**src/rtl/exc_commit_ctrl.sv**
```systemverilog
// exc_commit_ctrl: sequences a precise exception or ERTN after writeback.
//   IDLE     - wait for exc_req / ertn_req from writeback (exception wins).
//   COMMIT   - one cycle: CSR update strobes plus the first flush cycle.
//   DRAIN    - flush held until FLUSH_CYCLES flush cycles have elapsed.
//   REDIRECT - target offered to fetch on a valid/ready handshake.
// Ports:
//   clk, resetn                    clock, async active-low reset
//   exc_req, ertn_req              submissions from writeback (sampled in IDLE)
//   ecode, esubcode, exc_pc,
//   exc_maddr                      exception info from writeback
//   csr_eentry, csr_era            current CSR values (redirect targets)
//   busy, flush                    sequence in progress / pipeline flush
//   csr_exc_we, csr_exc_ecode,
//   csr_exc_esubcode, csr_exc_era  exception CSR update strobe + data
//   csr_badv_we, csr_badv          BADV update strobe + data
//   csr_ertn_we                    ERTN CSR update strobe
//   redirect_valid, redirect_pc,
//   redirect_ready                 redirect handshake to fetch
module exc_commit_ctrl #(
  parameter int unsigned FLUSH_CYCLES = 2,
  parameter logic [5:0]  ECODE_ADE    = 6'h08,
  parameter logic [5:0]  ECODE_ALE    = 6'h09
) (
  input  logic        clk,
  input  logic        resetn,
  input  logic        exc_req,
  input  logic        ertn_req,
  input  logic [5:0]  ecode,
  input  logic [8:0]  esubcode,
  input  logic [31:0] exc_pc,
  input  logic [31:0] exc_maddr,
  input  logic [31:0] csr_eentry,
  input  logic [31:0] csr_era,
  output logic        busy,
  output logic        flush,
  output logic        csr_exc_we,
  output logic [5:0]  csr_exc_ecode,
  output logic [8:0]  csr_exc_esubcode,
  output logic [31:0] csr_exc_era,
  output logic        csr_badv_we,
  output logic [31:0] csr_badv,
  output logic        csr_ertn_we,
  output logic        redirect_valid,
  output logic [31:0] redirect_pc,
  input  logic        redirect_ready
);

  localparam logic [3:0] FLUSH_LOAD = 4'(FLUSH_CYCLES - 1);

  typedef enum logic [1:0] {
    S_IDLE     = 2'd0,
    S_COMMIT   = 2'd1,
    S_DRAIN    = 2'd2,
    S_REDIRECT = 2'd3
  } state_e;

  state_e      state_q, state_d;
  logic [3:0]  cnt_q, cnt_d;
  logic        ertn_q, ertn_d;         // 1: ERTN sequence, 0: exception
  logic        badv_q, badv_d;         // BADV write pending for this exception
  logic [5:0]  ecode_q, ecode_d;
  logic [8:0]  esub_q, esub_d;
  logic [31:0] era_q, era_d;
  logic [31:0] badv_val_q, badv_val_d;
  logic [31:0] target_q, target_d;

  logic accept_exc, accept_ertn;

  assign accept_exc  = (state_q == S_IDLE) && exc_req;
  assign accept_ertn = (state_q == S_IDLE) && ertn_req && !exc_req;

  always_comb begin
    state_d    = state_q;
    cnt_d      = cnt_q;
    ertn_d     = ertn_q;
    badv_d     = badv_q;
    ecode_d    = ecode_q;
    esub_d     = esub_q;
    era_d      = era_q;
    badv_val_d = badv_val_q;
    target_d   = target_q;

    case (state_q)
      S_IDLE: begin
        if (accept_exc) begin
          ecode_d  = ecode;
          esub_d   = esubcode;
          era_d    = exc_pc;
          ertn_d   = 1'b0;
          target_d = csr_eentry;
          // ADEF reports the fetch PC; ADEM and ALE report the data address.
          // Without a BADV write the old value is kept.
          if (ecode == ECODE_ADE && esubcode == 9'd0) begin
            badv_d     = 1'b1;
            badv_val_d = exc_pc;
          end else if (ecode == ECODE_ADE || ecode == ECODE_ALE) begin
            badv_d     = 1'b1;
            badv_val_d = exc_maddr;
          end else begin
            badv_d     = 1'b0;
          end
          state_d = S_COMMIT;
        end else if (accept_ertn) begin
          ertn_d   = 1'b1;
          target_d = csr_era;
          state_d  = S_COMMIT;
        end
      end
      S_COMMIT: begin
        cnt_d   = FLUSH_LOAD;
        state_d = (FLUSH_CYCLES > 1) ? S_DRAIN : S_REDIRECT;
      end
      S_DRAIN: begin
        cnt_d = cnt_q - 4'd1;
        if (cnt_q == 4'd1) state_d = S_REDIRECT;
      end
      S_REDIRECT: begin
        if (redirect_ready) state_d = S_IDLE;
      end
      default: state_d = S_IDLE;
    endcase
  end

  always_ff @(posedge clk or negedge resetn) begin
    if (!resetn) begin
      state_q    <= S_IDLE;
      cnt_q      <= '0;
      ertn_q     <= 1'b0;
      badv_q     <= 1'b0;
      ecode_q    <= '0;
      esub_q     <= '0;
      era_q      <= '0;
      badv_val_q <= '0;
      target_q   <= '0;
    end else begin
      state_q    <= state_d;
      cnt_q      <= cnt_d;
      ertn_q     <= ertn_d;
      badv_q     <= badv_d;
      ecode_q    <= ecode_d;
      esub_q     <= esub_d;
      era_q      <= era_d;
      badv_val_q <= badv_val_d;
      target_q   <= target_d;
    end
  end

  // Outputs decode from state so reset clears them immediately.
  assign busy             = (state_q != S_IDLE);
  assign flush            = (state_q == S_COMMIT) || (state_q == S_DRAIN);
  assign csr_exc_we       = (state_q == S_COMMIT) && !ertn_q;
  assign csr_badv_we      = (state_q == S_COMMIT) && !ertn_q && badv_q;
  assign csr_ertn_we      = (state_q == S_COMMIT) && ertn_q;
  assign csr_exc_ecode    = ecode_q;
  assign csr_exc_esubcode = esub_q;
  assign csr_exc_era      = era_q;
  assign csr_badv         = badv_val_q;
  assign redirect_valid   = (state_q == S_REDIRECT);
  assign redirect_pc      = (state_q == S_REDIRECT) ? target_q : 32'd0;

endmodule
```
**config.mk**
```make
export PLATFORM = sky130hd
export DESIGN_NAME = exc_commit_ctrl
export DESIGN_NICKNAME = d
export VERILOG_FILES = /design/src/rtl/exc_commit_ctrl.sv
export SDC_FILE = /design/constraint.sdc
export NUM_CORES = 1
export LEC_CHECK = 0
export CAP_MARGIN = 20
export CORE_UTILIZATION = 42
export CTS_BUF_LIST = sky130_fd_sc_hd__clkbuf_4
export CTS_CLUSTER_DIAMETER = 150
export DETAILED_ROUTE_END_ITERATION = 8
export GPL_TIMING_DRIVEN = 0
export MAX_ROUTING_LAYER = met4
export PLACE_DENSITY = 0.9
export SYNTH_ARGS = -nofsm -noshare
export SYNTH_HDL_FRONTEND = slang
export SYNTH_SLANG_ARGS = --single-unit
```
**constraint.sdc**
```tcl
create_clock -name clk -period 2.21 [get_ports clk]
set_input_delay 0.221 -clock clk [delete_from_list [all_inputs] [get_ports clk]]
set_output_delay 0.221 -clock clk [all_outputs]
set_load 0.005 [all_outputs]
```
==> out/qor.log <==
[outcome] outcome complete, no violations
[grt] number of antenna violations at the first check in global routing 0
[setup_path] CP Max Fanout 3
[synth] summed instance area of the synthesized netlist 5370 sq um
[setup_path] Worst setup SP type flop
[placement] placer's final routability congestion estimate 0.8157
[synth] count of unique library cells instantiated by Yosys 27
[grt] remaining global-route overflow 0
[sta] final slew viol count 0
[setup_path] cell class contributing the biggest share of worst-path delay buffers and inverters
[flow_run] Maximum Capacitance Violations 0
[layout] Total Nets Final 914
[sta] smallest setup slack after layout 92.73 ps
[floorplanning] height of the die 115.1 um
[clocking] clock tree from TritonCTS yes
[grt] pin count of the biggest net entering global routing 70
[synth] Synth Net Count 623
[sta] final-report setup violation count 0
[layout] layout overhead on the synthesized area 60.37%
[route] Detailed Routing Iterations Pass 1 4
[synth] xor/xnor cell area share of the yosys netlist 0%
[power] total net switching power 3.118 mW
[route] Routed Wire Length 16810 um
[clocking] worst-skew pair later-pin latency 530 ps
[sta] Slew Limit Headroom 45.64%
[power] proportion of power drawn by combinational gates 45.6%
[route] number of DRC markers after the initial detailed-route iteration 210
[route] number of nets with antenna violations after routing 0
[synth] proportion of synthesized area in mux cells 22.18%
[synth] Synth Area in Simple Gates 10.46%
[setup_path] Worst R2R Setup Slack 120 ps
[power] pwr/cell area 1094 nW/um^2
[sta] actual slew at the worst max-slew pin 815.4 ps
[setup_path] Buffers & Inverters on Critical Path 3
[route] final routed DRC violation total 0
[synth] Synth Instances 468
[setup_path] Req. time, crit path 1990 ps
[synth] proportion of synthesized chip area in sequential cells 55.45%
[sta] minimum clock period 2117 ps
[grt] Total GRT Usage 26.85%
[floorplanning] Chip Width 115.1 um
[clocking] Clock Tree Buf Depth 2
[setup_path] arrival time worst endpoint 1900 ps
[floorplanning] Top-Level Pins 265
[setup_path] Critical Path Slowest Stage Cell clkdlybuf4s50_1
[floorplanning] number of standard-cell rows in the floorplan 40
[clocking] # clock sinks 119
[placement] detailed placement HPWL 12810 um
[clocking] buffer cell driving the clock tree root clkbuf_4
[synth] synthesized-area fraction occupied by ao, oa, aoi and oai cells 7.036%
[setup_path] cell type with the highest occurrence count on the critical path buf_4
[route] DR vias/cell 5.024
[setup_path] Crit path largest cell delay 490 ps
[synth] Synthesis Warnings 0
[sta] number of hold-slack violations in the final timing report 0
[placement] buffers added on ports 264
[power] switching share of total power 33.08%
[hold_path] class of the worst hold path in2async
[synth] Avg Inst Size Synth 11.47 sq um
[power] Static Leak 4.243 nW
[synth] flip-flop and latch count after synthesis 119
[sta] final worst clock skew 12.37 ps
[synth] Synth Area in Adders 1.631%
[sta] highest clock frequency the design can meet 0.4723 GHz
[layout] fraction of layout cells with a size suffix above 1 14.38%
[clocking] clock-pin slew on the worst setup and hold paths 110 ps
[setup_path] class of the most critical setup path reg2out
[sta] setup_tns 0 ps
[power] sequential power share 38.3%
[power] internal power 6.308 mW
[setup_path] capturing element type of the critical path primary output
[setup_path] Cell Chain, Critical Path ha_4 -> buf_4 -> buf_4 -> clkdlybuf4s50_1
[synth] dominant combinational cell family by area after synthesis multiplexers
[route] final routed wire length divided by cell count 17.87 um
[grt] wire length of the first global-routing pass 25890 um
[grt] via count of the first global-routing pass 5072
[power] Clk network pwr share 16.1%
[placement] worst setup slack before clock tree synthesis -167.0 ps
[floorplanning] core box area 12210 sq um
[route] vias post-DR 4728
[floorplanning] area of the die 13240 sq um
[clocking] cts bufs inserted 17
[power] Worst IR Drop VDD 0.7532 mV
[sta] final critical-path share of the clock period 95.80%
[floorplanning] initial core utilization 43.98%
[clocking] H-Tree Depth 4
-- worst register-to-register path, stage by stage (launching register included) --
cell and delay [ps]:
dfrtp_2 450, inv_2 90, ha_1 140, buf_4 150
nand2_4 110, or4b_4 510, buf_6 160, buf_2 180
nand2_1 90, o21ai_1 70
-- power groups by stage --
stage | logic [mW] | registers [mW] | clock network, mW
after CTS | 4.27 | 3.59 | 1.55
after detailed placement | 4.22 | 3.62 | 0
after global placement | 4.08 | 3.54 | 0
after global routing | 4.69 | 3.71 | 1.65
after floorplan | 1.74 | 3.58 | 0
final | 4.30 | 3.61 | 1.52
-- cells by family after synthesis --
| group | Yosys count |
|---|---|
| DFF | 119 |
| and+or+nand+nor | 118 |
| muxes | 113 |
| AOI/OAI and AO/OA | 74 |
| buffers and inverters | 37 |
| adders and majority gates | 7 |
-- synthesized netlist by cell type, drive strengths merged --
library cell / number / area (sq um)
a21oi: 2 / 10.01
a222oi: 1 / 10.01
and2: 34 / 212.7
buf: 18 / 102.6
clkbuf: 12 / 45.04
dfrtp: 119 / 2978
ha: 7 / 87.58
inv: 7 / 26.28
mux2: 48 / 540.5
mux2i: 65 / 650.6
nand2: 70 / 265.3
nand3: 3 / 15.01
nand3b: 1 / 7.510
nand4: 1 / 6.260
nor2: 2 / 7.510
nor2b: 1 / 6.260
nor3: 1 / 5.000
nor3b: 1 / 7.510
nor4: 3 / 18.77
o21a: 1 / 7.510
o21ai: 70 / 350.3
or4b: 1 / 10.01
-- sequential cells by signal (all words and copies together), names as in the netlist --
name,count
state_q,2
csr_exc_esubcode,9
ertn_q,1
csr_exc_ecode,6
cnt_q,4
csr_exc_era,32
badv_q,1
csr_badv,32
target_q,32
-- layer usage --
layer	wire (um)	GRT usage [%]
met2	8810	46.47
met5	0	-
met4	474	9.870
met3	955	7.433
met1	6570	29.45
-- layout by cell type (no fill, tap or decap), types with 2 or more instances in the layout --
master | synthesis | final
inv_2 | 0 | 2
mux2_2 | 47 | 47
buf_4 | 0 | 7
clkinv_2 | 0 | 8
dlygate4sd2_1 | 0 | 32
clkinvlp_4 | 0 | 2
dlymetal6s2s_1 | 0 | 4
o21ai_0 | 37 | 37
buf_2 | 10 | 8
o21ai_1 | 33 | 33
clkdlybuf4s50_1 | 0 | 227
buf_1 | 5 | 5
mux2i_1 | 65 | 65
nand2_1 | 69 | 69
nor4_1 | 3 | 3
clkbuf_8 | 0 | 3
dfrtp_1 | 119 | 118
buf_6 | 3 | 4
nand3_1 | 3 | 3
and2_1 | 34 | 34
nor2_1 | 2 | 2
a21oi_1 | 2 | 2
clkbuf_1 | 12 | 8
bufinv_16 | 0 | 2
inv_1 | 7 | 5
clkbuf_4 | 0 | 18
ha_1 | 7 | 5
-- worst paths after layout --
path	depth (start not counted)	from	to
min in group clk	3	exc_maddr[11]	csr_badv[11]$_DFFE_PN0P_
min reg2reg	2	target_q[24]$_DFFE_PN0P_	target_q[24]$_DFFE_PN0P_
max reg2reg	9	state_q[0]$_DFFE_PN0P_	csr_badv[13]$_DFFE_PN0P_
min	2	resetn	csr_exc_era[17]$_DFFE_PN0P_
max in group asynchronous	3	resetn	state_q[0]$_DFFE_PN0P_
max	4	state_q[1]$_DFFE_PN0P_	redirect_valid
-- stage by stage --
step           util (%)  cells  total power, mW  hold slack (ps)  instance area, sq um
6_report          70.52    941            9.425            194.6                  8612
5_1_grt           70.50    940            10.04            190.8                  8610
4_1_cts           70.12    937            9.412            156.8                  8563
3_5_place_dp      67.57    901            7.838            191.9                  8252
3_3_place_gp      67.34    900            7.620            455.1                  8223
2_1_floorplan         -    468            5.317           -74.59                  5370
-- what timing repair did --
action / in CTS / in global routing
hold buffers: 1 / 0
hold endpoints to repair: 50 / 0
pin swaps: 0 / 2
setup endpoints to repair: 57 / 87
cloned: 0 / 0
resized for setup: 47 / 13
setup buffers: 3 / 3
-- layout make-up --
| cell class | instances | area, sq um |
|---|---|---|
| Inverter | 7 | 26.28 |
| Antenna cell | 1 | 2.502 |
| Tap cell | 168 | 210.2 |
| Clock inverter | 15 | 136.4 |
| Buffer | 30 | 183.9 |
| Fill cell | 890 | 3600 |
| Sequential cell | 119 | 2979 |
| Timing Repair Buffer | 272 | 2696 |
| Clock buffer | 17 | 127.6 |
| Multi-Input combinational cell | 312 | 2250 |
No activity file was read; power rests on OpenSTA's default activity.
